<file path="src/rtl/word_tx_pkg.sv">
// rtl/word_tx_pkg.sv - shared types and widths for the word-to-byte UART transmit scheduler
package word_tx_pkg;

  localparam int WORD_W      = 16;
  localparam int BYTE_W      = 8;
  localparam int NUM_REQ_DEF = 4;
  localparam int MAX_REQ     = 8;
  localparam int ID_W        = 3;

  typedef enum logic [2:0] {
    IDLE,
    SEND_LO,
    GAP_LO,
    SEND_HI,
    GAP_HI
  } state_t;

endpackage

</file>
<file path="src/rtl/word_tx_rr_arb.sv">
// rtl/word_tx_rr_arb.sv - combinational requester arbiter, round-robin from ptr by default
// WORD_TX_SCHED_FIXED_PRIO_EN selects fixed lowest-index-wins priority and ignores ptr.
module word_tx_rr_arb
  import word_tx_pkg::*;
#(
  parameter int NUM_REQ = NUM_REQ_DEF
) (
  input  logic [NUM_REQ-1:0] valid,
  input  logic [ID_W-1:0]    ptr,
  output logic               any,
  output logic [ID_W-1:0]    grant
);

  logic [MAX_REQ-1:0] valid_pad;

  assign valid_pad = MAX_REQ'(valid);

`ifdef WORD_TX_SCHED_FIXED_PRIO_EN
  logic unused_ptr;

  assign unused_ptr = ^ptr;

  // Scan downward so the lowest asserted index is the last one written.
  always_comb begin
    any   = 1'b0;
    grant = '0;
    for (int k = MAX_REQ - 1; k >= 0; k--) begin
      if (valid_pad[k]) begin
        any   = 1'b1;
        grant = ID_W'(k);
      end
    end
  end
`else
  logic [ID_W:0] idx;

  // ptr is always below NUM_REQ, so one conditional subtract wraps the index.
  always_comb begin
    any   = 1'b0;
    grant = '0;
    idx   = '0;
    for (int k = 0; k < NUM_REQ; k++) begin
      idx = {1'b0, ptr} + (ID_W + 1)'(k);
      if (idx >= (ID_W + 1)'(NUM_REQ)) begin
        idx = idx - (ID_W + 1)'(NUM_REQ);
      end
      if (!any && valid_pad[idx[ID_W-1:0]]) begin
        any   = 1'b1;
        grant = idx[ID_W-1:0];
      end
    end
  end
`endif

endmodule

</file>
<file path="src/rtl/word_tx_sched.sv">
// rtl/word_tx_sched.sv - grants one 16-bit requester word at a time and sends it low byte first to UART TX
// WORD_TX_SCHED_FIXED_PRIO_EN selects fixed priority arbitration instead of round-robin.
module word_tx_sched
  import word_tx_pkg::*;
#(
  parameter int NUM_REQ = NUM_REQ_DEF
) (
  input  logic                      clk,
  input  logic                      rst,
  input  logic [NUM_REQ-1:0]        req_valid,
  input  logic [WORD_W*NUM_REQ-1:0] req_word,
  output logic [NUM_REQ-1:0]        req_ack,
  input  logic                      tx_ready,
  output logic                      tx_dv,
  output logic [BYTE_W-1:0]         tx_byte,
  output logic                      busy,
  output logic [ID_W-1:0]           grant_id
);

  state_t              state, state_n;
  logic [WORD_W-1:0]   word_q, word_n;
  logic [NUM_REQ-1:0]  ack_n;
  logic                dv_n, busy_n, any;
  logic [BYTE_W-1:0]   byte_n;
  logic [ID_W-1:0]     gid_n, gnt, ptr_q;

`ifdef WORD_TX_SCHED_FIXED_PRIO_EN
  assign ptr_q = '0;
`else
  logic [ID_W-1:0] ptr_n;

  assign ptr_n = (gnt == ID_W'(NUM_REQ - 1)) ? '0 : gnt + ID_W'(1);

  always_ff @(posedge clk) begin
    if (!rst) begin
      ptr_q <= '0;
    end else if (state == IDLE && any) begin
      ptr_q <= ptr_n;
    end
  end
`endif

  word_tx_rr_arb #(
    .NUM_REQ(NUM_REQ)
  ) u_arb (
    .valid(req_valid),
    .ptr  (ptr_q),
    .any  (any),
    .grant(gnt)
  );

  always_comb begin
    state_n = state;
    word_n  = word_q;
    ack_n   = '0;
    dv_n    = 1'b0;
    byte_n  = '0;
    busy_n  = busy;
    gid_n   = grant_id;
    case (state)
      IDLE: begin
        if (any) begin
          for (int i = 0; i < NUM_REQ; i++) begin
            ack_n[i] = (gnt == ID_W'(i));
            if (gnt == ID_W'(i)) begin
              word_n = req_word[WORD_W*i +: WORD_W];
            end
          end
          gid_n   = gnt;
          busy_n  = 1'b1;
          state_n = SEND_LO;
        end
      end
      SEND_LO: begin
        if (tx_ready) begin
          dv_n    = 1'b1;
          byte_n  = word_q[BYTE_W-1:0];
          state_n = GAP_LO;
        end
      end
      // The UART needs a cycle to drop ready after a strobe, so ready is not sampled here.
      GAP_LO: state_n = SEND_HI;
      SEND_HI: begin
        if (tx_ready) begin
          dv_n    = 1'b1;
          byte_n  = word_q[WORD_W-1:BYTE_W];
          state_n = GAP_HI;
        end
      end
      GAP_HI: begin
        busy_n  = 1'b0;
        state_n = IDLE;
      end
      default: begin
        busy_n  = 1'b0;
        state_n = IDLE;
      end
    endcase
  end

  always_ff @(posedge clk) begin
    if (!rst) begin
      state    <= IDLE;
      word_q   <= '0;
      req_ack  <= '0;
      tx_dv    <= 1'b0;
      tx_byte  <= '0;
      busy     <= 1'b0;
      grant_id <= '0;
    end else begin
      state    <= state_n;
      word_q   <= word_n;
      req_ack  <= ack_n;
      tx_dv    <= dv_n;
      tx_byte  <= byte_n;
      busy     <= busy_n;
      grant_id <= gid_n;
    end
  end

endmodule

</file>
<file path="config.mk">
export PLATFORM = sky130hd
export DESIGN_NAME = word_tx_sched
export DESIGN_NICKNAME = d
export VERILOG_FILES = /design/src/rtl/word_tx_pkg.sv /design/src/rtl/word_tx_rr_arb.sv /design/src/rtl/word_tx_sched.sv
export SDC_FILE = /design/constraint.sdc
export NUM_CORES = 1
export LEC_CHECK = 0
export ABC_CLOCK_PERIOD_IN_PS = 3400
export BUFFER_PORTS_ARGS = -buffer_cell sky130_fd_sc_hd__buf_2
export CAP_MARGIN = 20
export CORE_MARGIN = 3
export CORE_UTILIZATION = 44
export DETAILED_ROUTE_END_ITERATION = 7
export PLACE_DENSITY = 0.77
export SLEW_MARGIN = 20
export SYNTH_ARGS = -nofsm -noshare
export SYNTH_HDL_FRONTEND = slang
export SYNTH_HIERARCHICAL = 1
export SYNTH_SLANG_ARGS = --single-unit
</file>
<file path="constraint.sdc">
create_clock -name clk -period 3.4 [get_ports clk]
set_clock_uncertainty 0.15 [all_clocks]
set_input_delay 1.02 -clock clk [delete_from_list [all_inputs] [get_ports clk]]
set_output_delay 1.02 -clock clk [all_outputs]
set_load 0.1 [all_outputs]
</file>
Yosys cells after proc, flatten, opt, wreduce, memory -nomap -nowiden
Cells that the tools add are included.
{"block": "word_totals", "in_bits": 71, "ram_bits": 0, "memories": 0, "word_cells": 87, "register_bits": 39, "latch_bits": 0, "output_inout_bits": 17, "rom_bits": 0}
{"block": "op_classes", "mul": 0, "n_mux": 35, "magnitude_cmp": 8, "shift": 0, "n_eq_ne": 9, "div_mod_pow": 0, "addsub": 8, "reduce_logical": 18, "n_bitwise": 1}
{"cell": "16-bit two-way mux", "n": 4}
{"cell": "3-bit two-way mux", "n": 12}
{"cell": "3-bit by 4-bit < comparator with 1-bit output, second input constant", "n": 4}
{"cell": "8-bit two-way mux", "n": 2}
{"cell": "8-bit one-hot mux with 2 select lines", "n": 1}
{"cell": "1-bit binary-select mux with 3-bit select", "n": 4}
{"cell": "3-bit by 2-bit == test with 1-bit output, second input constant", "n": 4}
{"cell": "4-bit by 3-bit greater-or-equal comparator with 1-bit output, second input constant", "n": 3}
{"cell": "3-bit one-hot mux with 4 select lines", "n": 1}
{"cell": "3-bit subtractor, second input constant", "n": 4}
{"cell": "1-bit two-way mux", "n": 10}
{"cell": "3-bit AND reduction", "n": 3}
{"cell": "3-bit by 2-bit adder with 4-bit output, second input constant", "n": 2}
{"cell": "3-bit by 1-bit == test with 1-bit output, second input constant", "n": 2}
{"cell": "3-bit logical NOT", "n": 2}
{"cell": "2-bit != test, second input constant", "n": 3}
{"cell": "2-bit AND reduction", "n": 3}
{"cell": "3-bit by 1-bit adder with 4-bit output, second input constant", "n": 1}
{"cell": "1-bit logical AND", "n": 4}
{"cell": "4-bit nonzero test", "n": 1}
{"cell": "3-bit by 1-bit adder with 3-bit output, second input constant", "n": 1}
{"cell": "3-bit greater-or-equal comparator, second input constant", "n": 1}
{"cell": "1-bit logical NOT", "n": 3}
{"cell": "3-bit OR reduction", "n": 1}
{"cell": "3 further kinds", "n": 3}

Longest topological paths before layout
{"block": "depth", "word_depth": 19, "depth_mapped": 16}

By module
The synthesis kept the hierarchy.
{"module": "word_tx_sched", "n_inst": 1, "seq_area_each_um2": 780.7, "cells_each": 217, "area_each_um2": 1876.8}
{"module": "word_tx_rr_arb", "n_inst": 1, "seq_area_each_um2": 0.0, "cells_each": 46, "area_each_um2": 314.1}

Least setup slack after synthesis
Ideal clock, no wire load.
{"block": "synth_timing", "path_type": "reg2reg", "startpoint": "register ptr_q[0]", "endpoint": "register word_q[10]", "arrival_time_ps": 3203, "setup_ps": 126, "path_stages_with_launch": 16, "slack_ps": -78, "synth_period_minus_slack_ps": 3478, "path_cell_list": "dfxtp_1 -> buf_2 -> inv_1 -> ha_1 -> buf_6 -> mux4_2 -> o21ai_2 -> or2_1 -> a211oi_1 -> inv_1 -> ha_1 -> nor4_1 -> nor3_4 -> buf_4 -> o21ai_1 -> a31oi_1"}
{"block": "synth_between", "elab_chain_cells": 18, "elab_cells_between_ends": 46, "classes_between": "7 x add/sub; 4 x order compare; 3 x eq/ne; 23 x mux; 9 x reduce/logical"}
{"element": "start: declaration", "line": "word_tx_sched.sv:25", "source": "logic [ID_W-1:0] gid_n, gnt, ptr_q;"}
{"element": "start signal: assignment", "line": "word_tx_sched.sv:38", "source": "ptr_q <= ptr_n;"}
{"element": "parallel branches: the longest is 13 deep, another holds 3-bit by 1-bit adder with 4-bit output"}
{"element": "3-bit two-way mux *", "line": "word_tx_rr_arb.sv:47", "source": "if (!any && valid_pad[idx[ID_W-1:0]]) begin"}
{"element": "net gnt[0]", "line": "word_tx_sched.sv:25"}
{"element": "3-bit by 1-bit == test with 1-bit output", "line": "word_tx_sched.sv:65", "source": "if (gnt == ID_W'(i)) begin"}
{"element": "16-bit two-way mux (3 in series)", "line": "word_tx_sched.sv:65"}
{"element": "end signal: assignment", "line": "word_tx_sched.sv:112", "source": "word_q <= word_n;"}
{"element": "end: declaration", "line": "word_tx_sched.sv:21", "source": "logic [WORD_W-1:0] word_q, word_n;"}
Mark *: on every way through the listed nets, which the timed path passes. The select of a mux whose other input is x is not followed.
A chain may end at the register's enable or synchronous reset.

Worst setup path in the final report
{"block": "layout_timing", "startpoint": "input port req_valid[0]", "endpoint": "register word_q[4]"}
{"block": "layout_between", "elab_chain_cells": 16, "elab_cells_between_ends": 31, "classes_between": "3 x eq/ne; 19 x mux; 9 x reduce/logical"}
{"element": "start: declaration", "line": "word_tx_sched.sv:10", "source": "input logic [NUM_REQ-1:0] req_valid,"}
{"element": "1-bit binary-select mux with 3-bit select", "line": "word_tx_rr_arb.sv:47"}
{"element": "1-bit two-way mux (not written as such)", "line": "word_tx_rr_arb.sv:47"}
{"element": "1-bit two-way mux", "line": "word_tx_rr_arb.sv:47"}
{"element": "1-bit logical NOT", "line": "word_tx_rr_arb.sv:47"}
{"element": "1-bit logical AND", "line": "word_tx_rr_arb.sv:47"}
{"element": "1-bit two-way mux", "line": "word_tx_rr_arb.sv:47"}
{"element": "1-bit logical NOT", "line": "word_tx_rr_arb.sv:47"}
{"element": "1-bit logical AND", "line": "word_tx_rr_arb.sv:47"}
{"element": "1-bit two-way mux", "line": "word_tx_rr_arb.sv:47"}
{"element": "1-bit logical NOT", "line": "word_tx_rr_arb.sv:47"}
{"element": "1-bit logical AND", "line": "word_tx_rr_arb.sv:47"}
{"element": "3-bit two-way mux *", "line": "word_tx_rr_arb.sv:47"}
{"element": "net gnt[1]", "line": "word_tx_sched.sv:25"}
{"element": "3-bit by 1-bit == test with 1-bit output", "line": "word_tx_sched.sv:65"}
{"element": "16-bit two-way mux (3 in series)", "line": "word_tx_sched.sv:65"}
The timed path passes the listed nets; every way through them passes the cells marked *. The select of a mux whose other input is x is not followed.

==> impl_metrics.yaml <==
final_layout:
  stdcell_count: 440
  num_antenna_cells: 0
  final_util_pct: 65.5
  drive_above_1_share_pct: 38.9
  design_area_mm2: 0.00311
  final_net_count: 449
  syn_to_final_growth_pct: 42.1
clock_tree:
  htreeDepth: 2
  cts.sinks: 39
  clock_latency_ns: 0.29
  holdBufCountCts: 0
  clk_pin_slew_ns: 0.08
  cts_tree: "built"
  ctsRootBufferMaster: "clkbuf_8"
  cts_made_buffers: 5
  cts_buffer_depth: 2
yosys:
  synth_top_area_share_pct: 35.6
  synth.distinct_cells: 39
  yosysSeqAreaShare_pct: 35.6
  synth-edff-count: 0
  synth_nets: 340
  synthCells: 263
  ys_seq_elements: 39
  synthArstFlopShare_pct: 0
  syn_area_mm2: 0.00219
  synthFlopType: "dfxtp_1"
  syn_avg_cell_area_um2: 8.33
  synthMostInstantiatedCell: "dfxtp_1"
  synth_warnings: 6
  synth.largest_area_cell: "dfxtp_1"
  synth_area_leaders: "dfxtp_1 36%, mux2i_1 13%, a21o_1 5.5%"
  synth_commonest_cells: "39 x dfxtp_1, 29 x nand2_1, 28 x mux2i_1"
drt:
  vias: 2291
  first_pass_iters: 4
  drt_iter0_markers: 92
  post-route-drc-count: 0
  wl_per_cell_um: 14.2
  ant_nets: 0
  wl_um: 6260
  routed_via_density: 5.21
global_route:
  grt-busiest-layer: "met2"
  grt_usage_pct: 21.1
  use_met3_pct: 5.79
  use_met2_pct: 35.2
  use_met1_pct: 26.4
  overflow: 0
  grt_pass1_wl_um: 10000
  grt_pass1_vias: 2186
  grt_start_max_net_pins: 26
  grt_antenna_before_repair: 0
timing:
  period_needed_ns: 3.35
  setup_violations: 0
  setup_tns_ns: 0
  hold_violations: 0
  tightest_slew_ns: 0.661
  maxSlewHeadroom_pct: 55.9
  fmax_ghz: 0.299
  period_share_pct: 98.5
  finalMaxSlewViolations: 0
run_status:
  status: "complete, no violations"
critical_path:
  r2r_start: "ptr_q[1]"
  critical_path.max_fanout: 5
  cp-start-kind: "primary input"
  timing.rr.end: "word_q[4]"
  rrSetupSlack_ns: 0.12
  reg2reg_depth: 15
  cp_data_required_time_ns: 3.44
  critPathArrivalTime_ns: 3.38
  crit_type: "primary input to register"
  end_kind: "register"
placement:
  place_area_mm2: 0.00283
  place.gp.congestion: 0.819
  place_inst: 422
  portBuffers: 87
  hpwlAfterDp_um: 4430
pwr:
  power.density_mw_per_mm2: 918
  cellLeakagePower_nw: 1.53
  vdd_drop_max_mv: 0.376
floorplanning:
  die_area_mm2: 0.00586
  die_y_um: 76.6
  fp-row-count: 25
  io_pins: 88
  core_mm2: 0.00475
  die-width_um: 76.6
  start_util_pct: 46.1
run:
  drv_cap: 0
min_path:
  hold_class: "register to register"
  hold_depth: 2
  min_to: "grant_id[2]"
  hp-start: "grant_id[2]"
## flip-flops by register name (all words and copies together), names as in the netlist
name / cells
tx_byte: 8
ptr_q: 3
grant_id: 3
req_ack: 4
word_q: 16
busy: 1
state: 3
tx_dv: 1
## area by class of cell
class / count / area, um2
fillers: 421 / 1640
multi-input cells: 198 / 1360
flip-flops and latches: 39 / 781
repair buffers: 121 / 749
well taps: 67 / 83.8
clock buffers: 5 / 68.8
clock inverters: 3 / 43.8
inverters: 7 / 26.3
## layer usage
layer  share of wire, %  wire length (um)
met1                 41              2590
met2                 48              3030
met3                8.2               513
met4                2.0               128
met5                  0                 0
## critical path, stage by stage
cell and delay [ns]:
buf_2 0.13, mux4_2 0.48, o21ai_2 0.08, o32ai_1 0.10
a211o_1 0.31, buf_4 0.16, ha_2 0.19, nor4_4 0.36
buf_4 0.19, nor3_4 0.04, buf_4 0.16, o21ai_1 0.11
a31oi_1 0.05
## logic make-up after synthesis
group | count (synthesis) | synth area share [%]
XOR/XNOR | 1 | 0.400
other | 1 | 0.171
multiplexers | 29 | 13.8
flip-flops | 39 | 35.6
adder cells (fa/ha/maj) | 6 | 3.43
buffers and inverters | 27 | 5.94
AO/OA/AOI/OAI | 87 | 24.6
AND/OR/NAND/NOR | 73 | 16.0
## cell usage in the layout (no fill, tap or decap), drive strengths merged
cell type and n:
conb 1, o21ai 35, o32ai 1, or2 1, or4b 1, a211oi 1
clkbuf 7, clkinv 2, a31oi 18, nand2 29, a21boi 6, dfxtp 39
nor2 20, mux2i 28, buf 119, nor2b 5, nand3b 1, a21o 16
o22ai 2, a211o 1, nand3 3, o211ai 1, mux4 1, bufinv 1
nand2b 6, o21bai 1, nor4 1, xnor2 1, nor4b 1, nor3b 3
nor3 3, o311a 1, inv 7, ha 6, a21oi 4
## where the power goes
group | internal [W] | switching (W)
sequential | 0.000577 | 0.0000678
combinational | 0.000834 | 0.000992
clock | 0.000218 | 0.000169
## stage by stage
stage	hold WS, ns	setup WS [ns]	power [W]
floorplan	0.305	0.0443	0.00175
detailed placement	0.307	-0.416	0.00219
CTS	0.318	0.00783	0.00265
global placement	0.300	-0.327	0.00216
global route	0.355	-0.0472	0.00304
finish	0.312	0.0519	0.00286
## worst max-delay path by stage
| stage | start | end |
|---|---|---|
| global placement | req_valid[0] | word_q[1] |
| finish | req_valid[0] | word_q[4] |
| global route | req_valid[3] | word_q[4] |
| detailed placement | req_valid[0] | word_q[0] |
| floorplan | ptr_q[1] | word_q[10] |
| CTS | req_valid[0] | word_q[15] |
## timing repair
action / CTS / global route
pin swaps: 2 / 6
endpoints found under the setup margin: 16 / 16
buffers inserted: 0 / 7
gates cloned: 1 / 2
gates resized for setup: 2 / 13
(Power assumes the default switching activity.)
